## src/rtl/serial_symbol_aligner.sv

```systemverilog
// rtl/serial_symbol_aligner.sv - hunts K28.5 commas in an LSB-first serial stream and emits aligned 10-bit symbols
module serial_symbol_aligner #(
  parameter logic [9:0] COMMA_P    = 10'h17C,
  parameter logic [9:0] COMMA_N    = 10'h283,
  parameter int         LOCK_COUNT = 3,
  parameter int         LOSS_COUNT = 4
) (
  input  logic       CLOCK,
  input  logic       RESET_L,
  input  logic       IS,
  output logic [9:0] OP,
  output logic       VALID,
  output logic       COMMA_DET,
  output logic       ALIGNED
);

  localparam int GW = $clog2(LOCK_COUNT + 1);
  localparam int MW = $clog2(LOSS_COUNT + 1);
  // Counters stop one short of their threshold; the threshold itself is the transition.
  localparam logic [GW-1:0] GOOD_LAST = GW'(LOCK_COUNT - 1);
  localparam logic [MW-1:0] MISS_LAST = MW'(LOSS_COUNT - 1);

  localparam logic [1:0] HUNT   = 2'd0;
  localparam logic [1:0] CHECK  = 2'd1;
  localparam logic [1:0] LOCKED = 2'd2;

  logic [9:0]    sr;
  logic [3:0]    ph;
  logic [GW-1:0] good, good_nxt;
  logic [MW-1:0] miss, miss_nxt;
  logic [1:0]    state, state_nxt;
  logic          reload;
  logic          comma;
  logic          at_bnd;
  logic          emit;

  assign comma  = (sr == COMMA_P) || (sr == COMMA_N);
  assign at_bnd = (ph == 4'd0);

  always_comb begin
    state_nxt = state;
    good_nxt  = good;
    miss_nxt  = miss;
    reload    = 1'b0;
    case (state)
      HUNT: begin
        if (comma) begin
          reload    = 1'b1;
          good_nxt  = GW'(1);
          state_nxt = CHECK;
        end
      end
      CHECK: begin
        if (comma) begin
          if (!at_bnd) begin
            reload   = 1'b1;
            good_nxt = GW'(1);
          end else if (good == GOOD_LAST) begin
            state_nxt = LOCKED;
            miss_nxt  = '0;
          end else begin
            good_nxt = good + GW'(1);
          end
        end
      end
      LOCKED: begin
        // A misplaced comma while locked only counts against the lock; it never re-phases.
        if (comma) begin
          if (at_bnd) begin
            miss_nxt = '0;
          end else if (miss == MISS_LAST) begin
            state_nxt = HUNT;
            good_nxt  = '0;
            miss_nxt  = '0;
          end else begin
            miss_nxt = miss + MW'(1);
          end
        end
      end
      default: begin
        state_nxt = HUNT;
        good_nxt  = '0;
        miss_nxt  = '0;
      end
    endcase
  end

  assign emit = at_bnd && ((state == LOCKED) || ((state == CHECK) && (state_nxt == LOCKED)));

  always_ff @(posedge CLOCK or negedge RESET_L) begin
    if (!RESET_L) begin
      sr        <= '0;
      ph        <= '0;
      good      <= '0;
      miss      <= '0;
      state     <= HUNT;
      OP        <= '0;
      VALID     <= 1'b0;
      COMMA_DET <= 1'b0;
      ALIGNED   <= 1'b0;
    end else begin
      sr <= {IS, sr[9:1]};
      if (reload) begin
        ph <= 4'd1;
      end else if (ph >= 4'd9) begin
        ph <= 4'd0;
      end else begin
        ph <= ph + 4'd1;
      end
      good      <= good_nxt;
      miss      <= miss_nxt;
      state     <= state_nxt;
      VALID     <= emit;
      COMMA_DET <= emit && comma;
      if (emit) begin
        OP <= sr;
      end
      ALIGNED <= (state_nxt == LOCKED);
    end
  end

endmodule

```

## config.mk

```make
export PLATFORM = sky130hd
export DESIGN_NAME = serial_symbol_aligner
export DESIGN_NICKNAME = d
export VERILOG_FILES = /design/src/rtl/serial_symbol_aligner.sv
export SDC_FILE = /design/constraint.sdc
export NUM_CORES = 1
export LEC_CHECK = 0
export ABC_AREA = 1
export ABC_CLOCK_PERIOD_IN_PS = 2580
export BUFFER_PORTS_ARGS = -buffer_cell sky130_fd_sc_hd__buf_2
export CAP_MARGIN = 20
export CORE_ASPECT_RATIO = 1.5
export CORE_UTILIZATION = 37
export DETAILED_ROUTE_END_ITERATION = 12
export PLACE_DENSITY = 0.65
export SYNTH_ARGS = -nofsm -noshare
export SYNTH_HDL_FRONTEND = slang
export SYNTH_SLANG_ARGS = --single-unit
```

## constraint.sdc

```tcl
create_clock -name CLOCK -period 2.58 [get_ports CLOCK]
set_input_delay 0.387 -clock CLOCK [delete_from_list [all_inputs] [get_ports CLOCK]]
set_output_delay 0.387 -clock CLOCK [all_outputs]
set_load 0.05 [all_outputs]
```

==> metrics.txt, run 1 <==
RSZ-0062 raised after global routing=false; Tightest Pin Transition=0.7329 ns; CTS buffer count=5; Peak VDD IR=0.4681 mV; setup tns final=0 ns; Yosys cell types=23; layout cell share with drive strength beyond 1=0.1676; Post-synth EDFFs=0; post-synth top area share=0.5686; diode count=0; count leader, synth=nand2_1; fmax=between 0.5 and 0.6 GHz; dpl hpwl=approximately 2000 um; GRT Overall Usage=0.1573; Mapped Area=approximately 1500 um2; CTS H-Tree Depth=2; CP Class=reg -> reg; row count=28; Setup WS post-layout=a little under 0.8 ns; final-stage net count=approximately 190; DR vias/cell=4.665; Place WS=0.8017 ns; post-DR wirelength/cell=~12 um; static leakage=around 0.96 nW; max_slew headroom=0.5114; syn avg cell area=roughly 9 um2; FF-to-FF setup slack=around 0.8 ns; final setup vio count=0; synth top area cells=dfrtp_1 57%, nand2_1 12%, nand3_1 5.7%; Worst-path clk slew=about 0.060 ns; Mapped Nets=173; fin area=1693 um2; clock power share=0.304; IO Port Bufs=15; Comb power frac=0.205; Hold Crit Class=in -> async; Async SR Flop Fraction=1.000; die width=53.93 um; sw power=0.0004120 W; drt drc=0; Starting Density=0.3814; Slew Viols, Final=0; CTS tree=yes; register area share after synthesis=0.5686; 1st-iter DRT viols=22; vias in the first global route=roughly 1000; fill cell count=407; CP max FO=15; status=finished, final reports clean; Yosys reg bits=34; crit path DAT=1.97 ns; gp weighted congestion=0.8026; Syn Inst Count=about 170; largest area contributor in the netlist=dfrtp_1; Worst setup EP type=flip-flop; Die Ht=~80 um; clk sink count=34; power density cells=770.0 nW/um2; gr ovfl total=0; Core ar.=just under 4000 um2; startpoint types=flip-flop; Final Critical Period=1.797 ns; clk_lat worst skew=0.29 ns; Syn-to-layout area delta=13.13%; Top Ports=16; Resize count post-CTS=0; fin crit share=0.6967; Root Driver=clkbuf_8; Antenna Violating Nets Remaining=0; largest net degree at the start of global routing=35; Post-synth top cells=46 x nand2_1, 34 x dfrtp_1, 18 x inv_1; Synth Flop Type=dfrtp_1; Setup Skew=0.006475 ns; Seq pwr share=0.491; Synth Warn #=0; switching share of power=0.3161; via count=between 1000 and 1500; DP Area=1602 um2; number of iterations in the first detailed-routing pass=4; WP data required=roughly 2.8 ns; Power Internal=0.0008915 W; clock buffer depth=2; Setup Buffers After CTS=0; Max Cap Viol=0; first-pass GRT wire length=between 4000 and 5000 um; drt total wl=around 2700 um; Final Hold Violating Endpoints=0; initial antenna violation count=0; hold buffers post-CTS=0; Die ar.=4308 um2
[cells by family after synthesis]
group,Yosys count,synth area share
adder cells (fa/ha/maj),5,0.04181
flip-flops,34,0.5686
AO/OA/AOI/OAI,10,0.03846
AND/OR/NAND/NOR,92,0.2726
buffers and inverters,22,0.06689
XOR/XNOR,2,0.01171
[worst max-delay path, cell delays in order, from the launching register on]
cell     delay (ns)
dfrtp_1        0.40
inv_1          0.08
ha_1           0.17
nand2_2        0.11
inv_4          0.16
nand2_4        0.08
nor2_4         0.09
nand2_2        0.08
nand2_2        0.17
nand2_2        0.18
nand2_1        0.11
nand2_1        0.06
[power by group through the flow]
stage / registers [W] / clock network (W) / logic [W]
6_report: 0.000640 / 0.000396 / 0.000267
5_1_grt: 0.000653 / 0.000438 / 0.000315
4_1_cts: 0.000642 / 0.000407 / 0.000271
3_5_place_dp: 0.000651 / 0 / 0.000269
3_3_place_gp: 0.000651 / 0 / 0.000268
2_1_floorplan: 0.000670 / 0 / 0.000189
[cell type report]
class,count,area [um2],share of cell area
clock buffer,7,86.33,0.05100
clock inverter,1,5.005,0.002956
sequential,34,850.8,0.5026
timing repair buffer,15,75.07,0.04435
tap,45,56.30,0.03326
inverter,19,73.82,0.04361
multi-input combinational,109,545.5,0.3222
[worst paths after layout]
| check | cells past startpoint | end | startpoint |
|---|---|---|---|
| setup / recovery | 11 | OP[7] | ph[0] |
| hold / removal | 1 | OP[8] | RESET_L |
| setup reg to reg | 11 | OP[7] | ph[0] |
| hold reg to reg | 0 | sr[7] | sr[8] |
| max in group asynchronous | 1 | OP[9] | RESET_L |
| min in group CLOCK | 1 | sr[9] | IS |
[cell usage in the layout (no fill, tap or decap), drive strengths merged]
master	instances
o211ai	1
nor2	18
o21a	1
dfrtp	34
xor2	1
nand4	2
nand3	17
nand3b	1
inv	19
ha	5
nand2	52
clkbuf	7
buf	15
a21oi	2
o21ai	5
o31ai	1
clkinv	1
nor3	2
xnor2	1
[state kept, by name (all words and copies together) (netlist names)]
| signal | count |
|---|---|
| OP | 10 |
| ALIGNED | 1 |
| VALID | 1 |
| sr | 10 |
| COMMA_DET | 1 |
| ph | 4 |
| good | 2 |
| miss | 3 |
| state | 2 |
[per-layer routing]
| layer | global-route usage | wire length (um) |
|---|---|---|
| met1 | 0.1815 | 1130 |
| met4 | 0.07895 | 61 |
| met2 | 0.2543 | 1451 |
| met5 | 0 | 0 |
| met3 | 0.04571 | 81 |
[metrics by stage]
step	hold WS, ns	cells	util	total power, W
after floorplan	0.09141	165	-	0.0008597
after global placement	0.4240	222	0.4082	0.0009193
after detailed placement	0.4223	222	0.4082	0.0009205
after CTS	0.1941	230	0.4314	0.001319
after global routing	0.1969	230	0.4314	0.001406
final	0.1594	230	0.4314	0.001303
Note: power is estimated with default switching activity, not from simulation.
==> run 2: changes to the inputs <==
Settings changed: ABC_CLOCK_PERIOD_IN_PS 2580 to 1700.
Clock period 2.58 ns to 1.7 ns, I/O delays scaled along.
==> metrics.txt, run 2 (synthesis gave the netlist of run 1 again) <==
vias in the first global route=1037 (was 1048); sw power=0.0006523 W (was 0.0004120 W); Peak VDD IR=0.8731 mV (was 0.4681 mV); fin crit share=0.9217 (was 0.6967); Final Hold Violating Endpoints=10 (was 0); crit path DAT=1.79 ns (was 1.97 ns); Setup Skew=0.005014 ns (was 0.006475 ns); first-pass GRT wire length=4326 um (was 4754 um); number of iterations in the first detailed-routing pass=4 (unchanged); Comb power frac=0.230 (was 0.205); Setup WS post-layout=0.1330 ns (was 0.7825 ns); failing checks=hold timing; commonest non-fill, non-tap cell in the layout=nand2_1 (unchanged); static leakage=0.9965 nW (was 0.9575 nW); DR vias/cell=4.697 (was 4.665); Worst-path clk slew=0.06 ns (about the same); Top Ports=16 (unchanged); status=finished, violations left (was finished, final reports clean); CTS buffer count=5 (unchanged); CP max FO=8 (was 15); clock buffer depth=2 (unchanged); cells along the critical path=inv_1 -> ha_2 -> nand2_4 -> clkinv_4 -> nand2_4 -> nor2_4 -> nand2_2 -> nand2_4 -> buf_4 -> nand3_1 -> nand2_1 (was inv_1 -> ha_1 -> nand2_2 -> inv_4 -> nand2_4 -> nor2_4 -> nand2_2 -> nand2_2 -> nand2_2 -> nand2_1 -> nand2_1); fmax=0.6382 GHz (was 0.5563 GHz); IO Port Bufs=15 (unchanged); Tightest Pin Transition=0.4211 ns (was 0.7329 ns); Syn-to-layout area delta=16.72% (was 13.13%); Die Ht=79.89 um (unchanged); diode count=0 (unchanged); CP Class=reg -> reg (unchanged); CP top delay family=simple AND/OR/NAND/NOR gates (unchanged); most frequent cells in the layout=46 x nand2_1, 34 x dfrtp_1, 18 x inv_1, 17 x nand3_1, 16 x nor2_1 (unchanged); Hold WS=-0.006053 ns (was 0.1594 ns); drt total wl=2649 um (was 2726 um); WP data required=1.92 ns (was 2.75 ns); Core ar.=3924 um2 (unchanged); die width=53.93 um (unchanged); Root Driver=clkbuf_8 (unchanged); startpoint types=flip-flop (unchanged); CP max stage delay=0.41 ns (was 0.40 ns); hold buffers post-CTS=0 (unchanged); CTS H-Tree Depth=2 (unchanged); WP buf/inv=3 (was 2); gp weighted congestion=0.7694 (was 0.8026); drt drc=0 (unchanged); power density cells=1165 nW/um2 (was 770.0 nW/um2); gr ovfl total=0 (unchanged); initial antenna violation count=0 (unchanged); Max Cap Viol=0 (unchanged); Final Critical Period=1.567 ns (was 1.797 ns); final core occ=0.4452 (was 0.4314); clock power share=0.291 (was 0.304); Slew Viols, Final=0 (unchanged); GRT Overall Usage=0.1418 (was 0.1573); Power Internal=0.001382 W (was 0.0008915 W); via count=1099 (was 1073); 1st-iter DRT viols=27 (was 22); Worst setup EP type=flip-flop (unchanged); final-stage net count=196 (was 192); clk_lat worst skew=0.28 ns (was 0.29 ns); cell repeated most along the worst path=nand2_4 (was nand2_2); Post-Layout Cell Count=234 (was 230); CTS tree=yes (unchanged); Starting Density=0.3814 (unchanged); CP max stage cell=dfrtp_1 (unchanged); Antenna Violating Nets Remaining=0 (unchanged); final setup vio count=0 (unchanged); row count=28 (unchanged); max_slew headroom=0.7193 (was 0.5114); dpl cells=225 (was 222); post-DR wirelength/cell=11.32 um (was 11.85 um); clk sink count=34 (unchanged); overall power=0.002035 W (was 0.001303 W); Hold Crit Class=in -> async (unchanged); dpl hpwl=1862 um (was 2004 um); biggest regs=OP (10), sr (10), ph (4) (unchanged); layout cell share with drive strength beyond 1=0.1905 (was 0.1676); largest net degree at the start of global routing=35 (unchanged); switching share of power=0.3206 (was 0.3161); Seq pwr share=0.479 (was 0.491); Die ar.=4308 um2 (unchanged); Place WS=0.09837 ns (was 0.8017 ns)
[run 2: area by class of cell]
class / count / area, um2
Clock inverter: 1 / 5.005
Inverter: 19 / 76.32
Tap cell: 45 / 56.30
Timing Repair Buffer: 19 / 108.9
Multi-Input combinational cell: 109 / 563.0
Clock buffer: 7 / 86.33
Sequential cell: 34 / 850.8
Fill cell: 397 / 2177
[run 2: worst paths after layout]
check                             start       to  slack (ns)  cells past startpoint
worst max-delay path              ph[0]    OP[3]        0.13                     11
worst max register to register    ph[0]    OP[3]        0.13                     11
worst min register to register    sr[8]    sr[7]        0.40                      0
worst min-delay path            RESET_L    sr[6]      -0.006                      2
max in group asynchronous       RESET_L  ALIGNED        1.40                      2
min in group CLOCK                   IS    sr[9]        0.08                      1
[run 2: timing repair]
item                                    CTS  global route
endpoints found under the setup margin    0            14
resized for setup                         0             7
setup buffers                             0             0
[run 2: power groups by stage]
| stage | Combinational (W) | Sequential [W] | Clock (W) |
|---|---|---|---|
| 6_report | 0.000467 | 0.000975 | 0.000593 |
| 2_1_floorplan | 0.000287 | 0.00102 | 0 |
| 3_5_place_dp | 0.000434 | 0.000989 | 0 |
| 4_1_cts | 0.000435 | 0.000975 | 0.000615 |
| 5_1_grt | 0.000528 | 0.000987 | 0.000655 |
| 3_3_place_gp | 0.000427 | 0.000986 | 0 |
[run 2: metal layers]
layer / vias up / GRT usage / share of wire
met5: - / 0 / 0
met4: 0 / 0.07105 / 0.022
met3: 6 / 0.04571 / 0.028
met2: 14 / 0.2407 / 0.54
met1: 514 / 0.1496 / 0.41
li1: 565 / - / -
[run 2: metrics by stage]
stage / instance area, um2 / TNS (ns)
after global routing: 1747 / -0.01510
after detailed placement: 1624 / 0
after floorplan: 1496 / 0
after global placement: 1624 / 0
final: 1747 / 0
after CTS: 1715 / 0
